File: config.mk
export PLATFORM = sky130hd
export DESIGN_NAME = muldiv_sequencer
export DESIGN_NICKNAME = d
export VERILOG_FILES = /design/src/rtl/muldiv_sequencer.sv
export SDC_FILE = /design/constraint.sdc
export NUM_CORES = 1
export LEC_CHECK = 0
export BUFFER_PORTS_ARGS = -buffer_cell sky130_fd_sc_hd__buf_2
export CAP_MARGIN = 20
export CORE_ASPECT_RATIO = 1.5
export CORE_MARGIN = 2
export CORE_UTILIZATION = 60
export DETAILED_ROUTE_END_ITERATION = 10
export PLACE_DENSITY = 0.81
export SYNTH_ARGS = -nofsm -noshare
export SYNTH_HDL_FRONTEND = slang
export SYNTH_SLANG_ARGS = --single-unit
File: constraint.sdc
create_clock -name clk -period 4.2 [get_ports clk]
set_clock_uncertainty 0.05 [all_clocks]
set_input_delay 0 -clock clk [delete_from_list [all_inputs] [get_ports clk]]
set_output_delay 0 -clock clk [all_outputs]
set_load 0.1 [all_outputs]
File: src/rtl/muldiv_sequencer.sv
// RV32M multi-cycle multiply/divide unit: radix-2 shift-add multiply, restoring divide, sign fix-up.
// Optional macro MULDIV_EARLY_OUT_EN: trivially-known results (x/0, overflow, x*0) finish in one cycle.
module muldiv_sequencer #(
  parameter int WIDTH = 32
) (
  input  logic             clk,
  input  logic             rst_n,
  input  logic             Start,
  input  logic [2:0]       Funct3,
  input  logic [WIDTH-1:0] SrcA,
  input  logic [WIDTH-1:0] SrcB,
  input  logic             Flush,
  output logic             Busy,
  output logic             Done,
  output logic             Stall,
  output logic [WIDTH-1:0] Result
);

  localparam int CNT_W = $clog2(WIDTH);

  typedef enum logic [1:0] {
    IDLE = 2'd0,
    CALC = 2'd1,
    FIX  = 2'd2,
    DONE = 2'd3
  } state_t;

  state_t               state_q, state_d;
  logic [CNT_W-1:0]     cnt_q, cnt_d;
  logic [2:0]           op_q, op_d;
  logic [WIDTH-1:0]     opnd_q, opnd_d;
  logic [2*WIDTH-1:0]   acc_q, acc_d;
  logic                 neg_q, neg_d;
  logic [WIDTH-1:0]     result_q, result_d;

  // Operand decode and magnitude capture in IDLE
  logic             a_sgn_in, b_sgn_in, a_neg_in, b_neg_in, is_div_in;
  logic [WIDTH-1:0] a_mag_in, b_mag_in;
  logic             neg_in;

  always_comb begin
    is_div_in = Funct3[2];
    a_sgn_in  = (Funct3 == 3'b000) || (Funct3 == 3'b001) || (Funct3 == 3'b010) ||
                (Funct3 == 3'b100) || (Funct3 == 3'b110);
    b_sgn_in  = (Funct3 == 3'b000) || (Funct3 == 3'b001) ||
                (Funct3 == 3'b100) || (Funct3 == 3'b110);
    a_neg_in  = a_sgn_in & SrcA[WIDTH-1];
    b_neg_in  = b_sgn_in & SrcB[WIDTH-1];
    a_mag_in  = a_neg_in ? (WIDTH'(0) - SrcA) : SrcA;
    b_mag_in  = b_neg_in ? (WIDTH'(0) - SrcB) : SrcB;
    if (!is_div_in) begin
      neg_in = a_neg_in ^ b_neg_in;
    end else if (!Funct3[1]) begin
      neg_in = (a_neg_in ^ b_neg_in) & (SrcB != '0);
    end else begin
      neg_in = a_neg_in;
    end
  end

`ifdef MULDIV_EARLY_OUT_EN
  logic             early_hit;
  logic [WIDTH-1:0] early_val;
  logic             b_zero_in, ovf_in;

  always_comb begin
    early_hit = 1'b0;
    early_val = '0;
    b_zero_in = (SrcB == '0);
    ovf_in    = Funct3[2] & ~Funct3[0] &
                (SrcA == {1'b1, {(WIDTH-1){1'b0}}}) & (SrcB == {WIDTH{1'b1}});
    if (Funct3[2]) begin
      if (b_zero_in) begin
        early_hit = 1'b1;
        early_val = Funct3[1] ? SrcA : {WIDTH{1'b1}};
      end else if (ovf_in) begin
        early_hit = 1'b1;
        early_val = Funct3[1] ? '0 : SrcA;
      end
    end else if ((SrcA == '0) || b_zero_in) begin
      early_hit = 1'b1;
      early_val = '0;
    end
  end
`endif

  // acc holds {product hi, product lo / multiplier} or {remainder, dividend / quotient}
  logic [WIDTH:0]       mul_sum;
  logic [2*WIDTH-1:0]   mul_next;
  logic [WIDTH:0]       div_shift;
  logic                 div_ok;
  logic [WIDTH-1:0]     div_rem;
  logic [2*WIDTH-1:0]   div_next;

  always_comb begin
    mul_sum   = {1'b0, acc_q[2*WIDTH-1:WIDTH]} + (acc_q[0] ? {1'b0, opnd_q} : '0);
    mul_next  = {mul_sum, acc_q[WIDTH-1:1]};
    div_shift = {acc_q[2*WIDTH-1:WIDTH], acc_q[WIDTH-1]};
    div_ok    = (div_shift >= {1'b0, opnd_q});
    // Partial remainder is always below the divisor, so the difference fits in WIDTH bits
    div_rem   = div_shift[WIDTH-1:0] - opnd_q;
    div_next  = {(div_ok ? div_rem : div_shift[WIDTH-1:0]), acc_q[WIDTH-2:0], div_ok};
  end

  logic [2*WIDTH-1:0] prod_fix;
  logic [WIDTH-1:0]   quo_fix, rem_fix, fix_val;

  always_comb begin
    prod_fix = neg_q ? ((2*WIDTH)'(0) - acc_q) : acc_q;
    quo_fix  = neg_q ? (WIDTH'(0) - acc_q[WIDTH-1:0]) : acc_q[WIDTH-1:0];
    rem_fix  = neg_q ? (WIDTH'(0) - acc_q[2*WIDTH-1:WIDTH]) : acc_q[2*WIDTH-1:WIDTH];
    case (op_q)
      3'b000:                 fix_val = prod_fix[WIDTH-1:0];
      3'b001, 3'b010, 3'b011: fix_val = prod_fix[2*WIDTH-1:WIDTH];
      3'b100, 3'b101:         fix_val = quo_fix;
      default:                fix_val = rem_fix;
    endcase
  end

  always_comb begin
    state_d  = state_q;
    cnt_d    = cnt_q;
    op_d     = op_q;
    opnd_d   = opnd_q;
    acc_d    = acc_q;
    neg_d    = neg_q;
    result_d = result_q;
    if (Flush) begin
      state_d = IDLE;
    end else begin
      case (state_q)
        IDLE: begin
          if (Start) begin
            op_d    = Funct3;
            opnd_d  = is_div_in ? b_mag_in : a_mag_in;
            acc_d   = {{WIDTH{1'b0}}, (is_div_in ? a_mag_in : b_mag_in)};
            neg_d   = neg_in;
            cnt_d   = '0;
            state_d = CALC;
`ifdef MULDIV_EARLY_OUT_EN
            if (early_hit) begin
              result_d = early_val;
              state_d  = DONE;
            end
`endif
          end
        end
        CALC: begin
          acc_d = op_q[2] ? div_next : mul_next;
          cnt_d = cnt_q + CNT_W'(1);
          if (cnt_q == CNT_W'(WIDTH-1)) begin
            state_d = FIX;
          end
        end
        FIX: begin
          result_d = fix_val;
          state_d  = DONE;
        end
        default: begin
          state_d = IDLE;
        end
      endcase
    end
  end

  always_ff @(posedge clk) begin
    if (!rst_n) begin
      state_q  <= IDLE;
      cnt_q    <= '0;
      op_q     <= '0;
      opnd_q   <= '0;
      acc_q    <= '0;
      neg_q    <= 1'b0;
      result_q <= '0;
    end else begin
      state_q  <= state_d;
      cnt_q    <= cnt_d;
      op_q     <= op_d;
      opnd_q   <= opnd_d;
      acc_q    <= acc_d;
      neg_q    <= neg_d;
      result_q <= result_d;
    end
  end

  assign Busy   = (state_q != IDLE);
  assign Done   = (state_q == DONE);
  assign Stall  = Start & ~Done;
  assign Result = result_q;

endmodule

=== Word-level counts from Yosys, hierarchy flattened ===
Index checks and enable logic that the tools add are counted.

* $add $sub $neg: 8
* Magnitude comparators: 1
* Equality and inequality tests: 15
* Muxes and demuxes: 20
* Bitwise logic cells: 8
* Reduce and logical (&&, ||, !) cells: 19

{| class="wikitable"
|+ Operators with widths
! kind !! number
|-
| 32-bit two-way mux || 8
|-
| 64-bit two-way mux || 3
|-
| 64-bit one-hot mux with 2 select lines || 1
|-
| 1-bit by 32-bit subtractor with 32-bit output (first input constant) || 4
|-
| 32-bit one-hot mux with 3 select lines || 1
|-
| 1-bit by 64-bit subtractor with 64-bit output (first input constant) || 1
|-
| 32-bit by 32-bit adder with 33-bit output || 1
|-
| 33-bit by 32-bit >= comparator with 1-bit output || 1
|-
| 32-bit nonzero test || 1
|-
| 32-bit subtractor || 1
|-
| 3-bit equality test (second input constant) || 4
|-
| 5-bit one-hot mux with 2 select lines || 1
|-
| 3-bit by 2-bit equality test with 1-bit output (second input constant) || 3
|-
| 3-bit by 1-bit equality test with 1-bit output (second input constant) || 2
|-
| 3-bit zero test || 2
|-
| 1-bit logical OR || 6
|-
| 2-bit one-hot mux with 3 select lines || 1
|-
| 3-bit AND reduction || 2
|-
| 5-bit by 1-bit adder with 5-bit output (second input constant) || 1
|-
| 5-bit equality test (second input constant) || 1
|-
| 5-bit two-way mux || 1
|-
| 1-bit AND || 4
|-
| 2-bit equality test (second input constant) || 2
|-
| 2-bit two-way mux || 2
|-
| 10 further kinds || 17
|}

* Register bits after elaboration: 139
* Bits of input ports: 71
* Output and inout port bits: 35
* Logic and storage cells: 78

=== Logic depth before layout (Yosys ltp) ===
Gate-level depths: netlist of run 1.

* Depth after elaboration: 10
* Depth in mapped cells: 14
* Gate-level depth less buffers: 13

=== Least setup slack after synthesis of run 1 ===
No wires, ideal clock.

* Path kind: reg2reg
* Start: register state_q[0]
* End: register acc_q[58]
* Library setup time: 60 ps
* Arrival: 3048 ps
* Required time: 4090 ps
* Setup slack: 1042 ps
* Stages on the path, launching flop included: 11
* Path buffers: 0
* Period minus slack after synthesis: 3158 ps
* Cells stage by stage: dfxtp_1 > inv_1 > ha_1 > inv_1 > nor2_1 > nor3_1 > nand2_1 > nor2_1 > nand2_1 > o31ai_1 > a221o_1

* Cells in the longest elaborated chain, start to end: 3
* Elaborated cells on any way between the ends: 6

{| class="wikitable"
|+ RTL lines
! item !! line !! RTL
|-
| start: declaration || 28 || <nowiki>state_t state_q, state_d;</nowiki>
|-
| start signal: assignment || 175 || <nowiki>state_q <= state_d;</nowiki>
|-
| 2-bit by 1-bit equality test with 1-bit output / 2-bit zero test (equally long branches) || 130 || <nowiki>case (state_q)</nowiki>
|-
| 2-bit nonzero test (no line) / 2-bit inequality test (equally long branches) || -- ||
|-
| 3-bit AND reduction (no line) || -- ||
|-
| end signal: assignment || 171 || <nowiki>acc_q <= '0;</nowiki>
|-
| end signal: assignment || 179 || <nowiki>acc_q <= acc_d;</nowiki>
|-
| end: declaration || 32 || <nowiki>logic [2*WIDTH-1:0] acc_q, acc_d;</nowiki>
|}

Several ways; a longest one is shown, not always the timed one.
A chain may end at the register's enable or synchronous reset.

=== Worst setup path after layout of run 1 ===
* Start: register acc_q[0]
* End: register acc_q[63]

* Cells in the longest elaborated chain, start to end: 4

{| class="wikitable"
|+ RTL lines
! item !! line !! RTL
|-
| 32-bit two-way mux || 95 || <nowiki>mul_sum = {1'b0, acc_q[2*WIDTH-1:WIDTH]} + (acc_q[0] ? {1'b0, opnd_q} : '0);</nowiki>
|-
| 32-bit by 32-bit adder with 33-bit output || 95 ||
|-
| 64-bit two-way mux || 148 || <nowiki>acc_d = op_q[2] ? div_next : mul_next;</nowiki>
|-
| 64-bit one-hot mux with 2 select lines || 130 ||
|}

Every way passes these cells.

==> reports/summary.md, run 1 <==
After synthesis the netlist holds a flip-flop and latch count of 139. For this block, the routed nets add up to 50.7 mm of wire. The endpoint identified for the worst register-to-register timing path is acc_q[63]$_SDFFE_PN0P_. Via count normalized by instance count: 6.69.

The tools report the clock root buffer as sky130_fd_sc_hd__clkbuf_16. The total standard cell area after synthesis came out at 13,700 um2. In this run the critical register-to-register path is launched from acc_q[0]$_SDFFE_PN0P_. The tools report the global-route usage over all layers as 0.418. The tools report the endpoint of the worst hold-timing path as opnd_q[18]$_SDFFE_PN0P_.

In the layout the commonest cells are 209 x sky130_fd_sc_hd__nand2_1, 207 x sky130_fd_sc_hd__a21oi_1, 197 x sky130_fd_sc_hd__nor2_1. The DRC marker count from the first detailed-route iteration is 1,632. The logs give 139 for the number of sinks handled by clock tree synthesis and 400 ps for the worst setup slack for register-to-register paths.

Yosys mapped a number of flops with a built-in enable equal to 0. The die covers 24,100 um2. For the final instance area, the log shows 15,300 um2.

STA puts the critical path data arrival time at 4130 ps. By startpoint and endpoint, the worst setup path is classified as flip-flop to flip-flop. The layout cell share with drive strength beyond 1 was 0.116. The highest attainable clock frequency came out at 263 MHz. After detailed routing, the average wire length per cell comes to 22.0 um. The effective utilization at floorplan was 0.613; the aggregate negative setup slack was 0 ps. In this run the vertical extent of the chip is 189 um. The largest fanout of any net on the critical path is 20, and the cell count of the worst hold path is 4. For the final max-slew violation count, the log shows 0.

Setup repair after global routing left no endpoint under its margin. Across the run, the number of max-cap violations was 0. For the worst-skew pair, the clock arrives at the later sink with an insertion delay of 450 ps.

The count of buffers added on input and output ports is 105. For the via count of the first global-routing pass, the log shows 14.6k. The flow ran to the end, and the final reports show no timing, DRC or antenna violations. The first global-routing pass estimated 79.0 mm of wire. The critical path goes through inv_1 -> nor2_1 -> ha_1 -> o21ai_0 -> a211oi_1 -> o31ai_1 -> nand2_1 -> a31oi_1 -> o31ai_1 -> a31oi_1 -> or4_1 -> a2bb2oi_1.

The worst path in the final design needs a cycle of 3800 ps, including I/O delays and setup. STA puts the critical path data required time at 4530 ps. The proportion of synthesized flip-flops having asynchronous set or reset was 0. Slew at the pin with the worst max-slew slack: 1000 ps.

The largest area contributor in the netlist was sky130_fd_sc_hd__dfxtp_1. The overall overflow remaining after global route was 0. The clock passes through at most 2 buffers. Counting every instance in the synthesized netlist gives 1,950.

The post-CTS repair timing setup buffer count is 0, and the delay of the slowest cell on the worst path is 580 ps. The run gives 22,400 um2 as the area of the core region. The normalized max-slew margin was 0.333; the total power was 0.00435 W. In this design, the largest share of critical-path delay is due to compound AO/OA/AOI/OAI gates. Detailed placement ended at an HPWL of 38.5 mm. IR analysis of the VDD net gives a maximum drop of 0.313 mV. The share of Yosys cell area claimed by the top area cell type came out at 0.203. The Yosys step of the flow raised 0 warnings.

The tools report the final hold violation count as 0. Summed over all cells, the static leakage comes to 6.39 nW. The number of cell instances on the worst register-to-register path was 12; the total number of vias was 15.4k. By area the synthesized netlist is led by sky130_fd_sc_hd__dfxtp_1 20%, sky130_fd_sc_hd__a21oi_1 7.6%, sky130_fd_sc_hd__xnor2_1 7.0%, sky130_fd_sc_hd__ha_1 6.8%, sky130_fd_sc_hd__o21ai_0 5.8%.

The tools report the initial antenna violation count as 1. The floorplan row count was 67. The run gives 4 as the number of levels the H-tree was split into. The flip-flop cell with the highest count after synthesis was sky130_fd_sc_hd__dfxtp_1. The path class of the tightest hold or removal check is primary input to flip-flop. The total power density per cell area was 285 nW/um2; the count of buffer and inverter cells on the critical path was 1. The tools report the post-detailed-route DRC marker count as 0. The library cell used most frequently in the layout, excluding fill and tap cells, is sky130_fd_sc_hd__nand2_1. In this run the count of I/O pins placed on the die edge is 106.

The layout-stage area growth over the synthesis result is 11.4%. Entering global routing, the biggest net connects 73 pins. Number of diodes: 0. TritonCTS built the clock tree. The placed instances occupy a cell area of 14,500 um2. The portion of the post-synthesis area used by sequential elements was 0.203; the width of the chip was 127 um. After synthesis, the mean cell area works out to 7.03 um2.

When the netlist entered floorplanning its net count stood at 2,098. The post-route clock period utilization was 0.905; the count of final setup violators was 0. The count of nets left with antenna violations once routing finished came out at 0. STA classifies the critical path endpoint as a flip-flop.

The number of clock buffers added by TritonCTS is 17. The number of different library cells used by synthesis comes to 77. Library cell contributing the largest single delay on the critical path: sky130_fd_sc_hd__inv_1.

Clock-pin slew was measured on the worst setup and hold paths at 70 ps. The first-pass iteration count of the detailed router is 7, and the final weighted congestion of routability-driven global placement is 1.02. The run gives 2,163 as the net count of the finished layout. The startpoint identified for the worst hold timing path is SrcA[18].

The worst setup path is launched from a flip-flop.
metrics by stage:
| step | hold WS (ps) | worst slack, ps | instances | util |
|---|---|---|---|---|
| finish | 16.6 | 397 | 2304 | 0.683 |
| global route | 46.8 | 168 | 2304 | 0.683 |
| CTS | 5.56 | 492 | 2304 | 0.683 |
| detailed placement | 270 | 524 | 2255 | 0.647 |
| global placement | 256 | 642 | 2255 | 0.647 |
| floorplan | 86.0 | 1040 | 1950 | - |
repair_timing:
| action | in CTS | in global routing |
|---|---|---|
| hold buffers | 17 | 0 |
| hold endpoints to repair | 22 | 0 |
| resized for setup | 0 | 0 |
worst max-delay path by stage:
stage	cells past startpoint	from	endpoint	slack, ps
after floorplan	10	state_q[0]$_SDFFE_PP0P_	acc_q[58]$_SDFFE_PN0P_	1040
after global placement	12	acc_q[0]$_SDFFE_PN0P_	acc_q[63]$_SDFFE_PN0P_	640
after detailed placement	12	acc_q[0]$_SDFFE_PN0P_	acc_q[63]$_SDFFE_PN0P_	520
after CTS	12	acc_q[0]$_SDFFE_PN0P_	acc_q[63]$_SDFFE_PN0P_	490
after global routing	12	acc_q[0]$_SDFFE_PN0P_	acc_q[63]$_SDFFE_PN0P_	170
final	12	acc_q[0]$_SDFFE_PN0P_	acc_q[63]$_SDFFE_PN0P_	400
worst min-delay path: stages:
cell	delay [ps]
sky130_fd_sc_hd__buf_2	120
sky130_fd_sc_hd__xnor2_1	150
sky130_fd_sc_hd__a211o_1	130
sky130_fd_sc_hd__a21oi_1	50
cell type report:
type | count | area (um2)
Clock buffer | 17 | 425
Clock inverter | 15 | 194
Fill cell | 1975 | 7100
Inverter | 82 | 308
Multi-Input combinational cell | 1599 | 10100
Sequential cell | 139 | 2790
Tap cell | 276 | 345
Timing Repair Buffer | 176 | 1100
state kept, by name (all words and copies together), names as in the netlist:
name	count
Result	32
state_q	2
neg_q	1
cnt_q	5
opnd_q	32
acc_q	64
op_q	3
synthesized netlist by cell type, drive strengths merged, types with 8 or more instances:
cell	count
dfxtp	139
o41ai	11
a21oi	208
o31ai	26
mux2	14
mux2i	41
nand2b	18
and3	10
or2	9
o221ai	10
o21ai	161
a22oi	9
and2	16
clkbuf	118
xor2	61
a31oi	33
nand3	45
a221oi	8
o22ai	10
a21o	33
nor2b	8
o211ai	36
nand4	17
a211oi	50
buf	12
nor2	200
ha	75
or4	13
xnor2	110
nand2	210
a311oi	8
nor3	37
or3	27
nor4	17
inv	80
power breakdown:
group          switching [W]  total, W  internal (W)
Sequential         0.0000791   0.00145       0.00138
Clock               0.000771   0.00159      0.000815
Combinational       0.000849   0.00131      0.000465
Total                0.00170   0.00435       0.00265
logic make-up (layout without fill, tap and decap cells):
group	Yosys count	after routing	synth area share
buffers and inverters	212	290	0.0596
DFF	139	139	0.203
muxes	55	55	0.0414
xor gates and xnor gates	171	171	0.109
AOI/OAI and AO/OA	660	660	0.300
and+or+nand+nor	636	636	0.215
adders and majority gates	77	77	0.0713
routing by layer:
| metal | up-vias | wire length [um] | GRT usage |
|---|---|---|---|
| met5 | - | 15 | 0 |
| met4 | 2 | 4990 | 0.346 |
| met3 | 262 | 4090 | 0.0579 |
| met2 | 902 | 23300 | 0.684 |
| met1 | 7068 | 18300 | 0.478 |
| li1 | 7188 | - | - |
No activity file was read; power rests on OpenSTA's default activity.
==> run 2, diff against run 1 <==
--- a/config.mk
+++ b/config.mk
@@ -7,11 +7,13 @@
 export LEC_CHECK = 0
 export BUFFER_PORTS_ARGS = -buffer_cell sky130_fd_sc_hd__buf_2
 export CAP_MARGIN = 20
+export CELL_PAD_IN_SITES_DETAIL_PLACEMENT = 0
+export CELL_PAD_IN_SITES_GLOBAL_PLACEMENT = 2
 export CORE_ASPECT_RATIO = 1.5
 export CORE_MARGIN = 2
-export CORE_UTILIZATION = 60
+export CORE_UTILIZATION = 35
 export DETAILED_ROUTE_END_ITERATION = 10
-export PLACE_DENSITY = 0.81
+export PLACE_DENSITY = 0.82
 export SYNTH_ARGS = -nofsm -noshare
 export SYNTH_HDL_FRONTEND = slang
 export SYNTH_SLANG_ARGS = --single-unit
==> run 2 against run 1 <==
Compared with the run above:
- core utilization decreased by 28 points
- first-iteration DRC count fell by 44%
- non-clock buffer count up 21
- worst setup slack got worse by 170 ps
- sequential share of layout area decreased by 0.48 points
- largest cell class unchanged
==> reports/summary.md, run 2 (same netlist as run 1, synthesis figures left out) <==
Setup violations remaining at the end of the flow were counted as 0. Across all layers, the routed design uses 15.0k vias. The clock share of power came out at 0.357.

Number of diodes: 0. The worst setup path category is flip-flop to flip-flop. The final layout contains 2,185 nets. In the layout the commonest cells are 209 x sky130_fd_sc_hd__nand2_1, 207 x sky130_fd_sc_hd__a21oi_1, 197 x sky130_fd_sc_hd__nor2_1. Final wirelength: 57.6 mm. Clock period minus worst slack: 3980 ps.

Most common cell after layout, fill and taps aside: sky130_fd_sc_hd__nand2_1. The internal power came out at 0.00270 W. The tool flagged a number of max-cap violations equal to 0. The worst setup slack for register-to-register paths is 220 ps.

The DRC marker count from the first detailed-route iteration was 922. The number of cell instances on the worst register-to-register path was 13. TritonCTS built the clock tree. The switching power as a share of total power was 0.388; the layout-stage area growth over the synthesis result was 14.4%.

After detailed routing, the number of vias per cell comes to 5.90. For the via count of the first global-routing pass, the log shows 14.6k. Across the VDD grid, the largest voltage drop is 0.176 mV. In this run the most critical hold path is launched from SrcB[16]. At the worst endpoint, the arrival time is 4280 ps. In the routed design, unresolved DRC markers number 0.

The clock passes through at most 2 buffers. Reg-to-reg critical path endpoint: acc_q[58]$_SDFFE_PN0P_. The global-route usage over all layers was 0.277; the number of sinks handled by clock tree synthesis was 139. For this run the aggregate overflow at the end of global routing stands at 0. The die covers 40,800 um2.

The count of buffers from port buffering was 105. Power comes to 0.00442 W. Type of element launching the critical path: a flip-flop. The layout cell share with drive strength beyond 1 was 0.125. The min-delay analysis places its worst path in the category primary input to flip-flop. The register with the most flip-flops in the layout has 64 of them. The kind of cell adding the most delay to the critical path is compound AO/OA/AOI/OAI gates. The first global-routing pass estimated 87.0 mm of wire.

The root buffer cell chosen for the clock tree is sky130_fd_sc_hd__clkbuf_16. STA puts the critical path data required time at 4500 ps. The tools report the final hold violation count as 0. Detailed placement ended at an HPWL of 45.1 mm.

The cell with the most instances on the worst path was sky130_fd_sc_hd__a21oi_1. In this run the critical register-to-register path is launched from acc_q[0]$_SDFFE_PN0P_. The number of buffers created by CTS is 17, and the width of the chip is 166 um.

The tools report the final core utilization as 0.407. In this run the core area contains 88 standard-cell rows. The tools report the clock insertion delay at the later pin of the skew report as 460 ps. The multi-input combinational cells in the finished layout cover a total of 10,100 um2. The total power density per cell area was 281 nW/um2. Setup repair after global routing left no endpoint under its margin.

The initial antenna violation count was 0. The run gives 4 as the number of levels the H-tree was split into. Endpoint of the worst hold-timing path: opnd_q[16]$_SDFFE_PN0P_.

Summing all flip-flop and latch instances after layout gives 2790 um2. Counting instances, the worst hold path has a depth of 6. Walking the worst path, the cells encountered are clkinvlp_4 -> nor2_1 -> ha_1 -> a21oi_1 -> o211ai_1 -> a21oi_1 -> a21oi_1 -> o31ai_1 -> buf_4 -> o21ai_1 -> a21oi_1 -> xnor2_1 -> a221o_1. The I/O pin count is 106. After clock tree synthesis, the clock-pin slew on the worst setup and hold paths is 80 ps.

The wire length per cell came out at 22.6 um. The area of the core region came out at 38,500 um2. Register with the most flip-flops: acc_q.

The leakage component of the power was 6.47 nW; the effective utilization at floorplan was 0.356. The tools report the maximum number of pins on one net before global-route repair as 68. The run gives 0.329 as the sequential group share of total power. The fraction of power consumed by combinational cells is 0.314, and the normalized max-slew margin is 0.322. The logs give 5 for the first-pass iteration count of the detailed router and 0 for the final max-slew violation count.

The largest fanout of any net on the critical path is 12, and the switching power summed over all nets is 0.00172 W. The flow ran to the end, and the final reports show no timing, DRC or antenna violations. The post-route clock period utilization works out to 0.947.

Setup total negative slack on the finished layout was measured at 0 ps. The library cell contributing the largest single delay on the critical path was sky130_fd_sc_hd__dfxtp_1. Count of antenna-violating nets left after detailed routing: 0. The final weighted congestion of routability-driven global placement was 0.949. The logs give 4,117 for the number of fill cells in the layout and 251 MHz for the highest attainable clock frequency. The worst setup path is captured at a flip-flop. The slew at the pin with the worst max-slew slack was 1010 ps.

The count of buffer and inverter cells on the critical path was 2. The chip height is 246 um, and the delay of the slowest cell on the worst path is 560 ps.
-- run 2: cell count changes in the layout (fill, tap and decap cells not counted), sizes merged --
cell / previous run / this run
buf: 159 / 178
bufinv: 0 / 1
clkinv: 9 / 5
clkinvlp: 0 / 5
dlygate4sd3: 17 / 19
inv: 88 / 87
-- run 2: through the flow --
| stage | hold slack [ps] | cells | instance area [um2] | worst slack (ps) |
|---|---|---|---|---|
| 4_1_cts | 0.570 | 2544 | 15700 | 210 |
| 6_report | 4.75 | 2545 | 15700 | 223 |
| 5_1_grt | 34.7 | 2545 | 15700 | 97.0 |
| 2_1_floorplan | 86.0 | 1950 | 13700 | 1040 |
| 3_3_place_gp | 252 | 2493 | 14900 | 196 |
| 3_5_place_dp | 256 | 2493 | 14900 | 224 |
-- run 2: layer usage --
metal	vias up	routed length, um	global-route usage
met1	7116	22700	0.314
met4	0	4320	0.194
met3	143	2600	0.0289
met2	535	28000	0.487
met5	-	0	0
li1	7228	-	-
-- run 2: cell type report --
| cell class | count | share of cell area |
|---|---|---|
| clock buffer | 17 | 0.0271 |
| clock inverter | 15 | 0.00973 |
| sequential | 139 | 0.177 |
| inverter | 82 | 0.0199 |
| tap | 495 | 0.0395 |
| timing repair inverter | 1 | 0.000319 |
| multi-input combinational | 1599 | 0.645 |
| timing repair buffer | 197 | 0.0805 |
-- run 2: timing repair --
| item | 4_1_cts | 5_1_grt |
|---|---|---|
| hold buffers | 19 | 0 |
| endpoints found under the setup margin | 0 | 1 |
| setup buffers | 0 | 0 |
| hold endpoints to repair | 18 | 0 |
| gates resized for setup | 0 | 1 |
-- run 2: worst min-delay path, stage by stage --
cell,delay [ps]
sky130_fd_sc_hd__buf_2,90
sky130_fd_sc_hd__xor2_1,70
sky130_fd_sc_hd__nand2_1,60
sky130_fd_sc_hd__o21ai_0,100
sky130_fd_sc_hd__nand2_1,80
sky130_fd_sc_hd__a21oi_1,60
-- run 2: worst max-delay path by stage --
stage	start	to	cells after the start	slack (ps)
after floorplan	state_q[0]$_SDFFE_PP0P_	acc_q[58]$_SDFFE_PN0P_	10	1040
after global placement	acc_q[0]$_SDFFE_PN0P_	acc_q[58]$_SDFFE_PN0P_	13	200
after detailed placement	acc_q[0]$_SDFFE_PN0P_	acc_q[58]$_SDFFE_PN0P_	13	220
after CTS	acc_q[0]$_SDFFE_PN0P_	acc_q[58]$_SDFFE_PN0P_	13	210
after global routing	acc_q[0]$_SDFFE_PN0P_	acc_q[58]$_SDFFE_PN0P_	13	100
final	acc_q[0]$_SDFFE_PN0P_	acc_q[58]$_SDFFE_PN0P_	13	220
-- run 2: power groups by stage --
stage / Clock (W) / Sequential, W / Combinational (W)
CTS: 0.00160 / 0.00145 / 0.00138
detailed placement: 0 / 0.00148 / 0.00135
finish: 0.00158 / 0.00145 / 0.00139
global placement: 0 / 0.00148 / 0.00136
global route: 0.00165 / 0.00146 / 0.00149
floorplan: 0 / 0.00147 / 0.000886
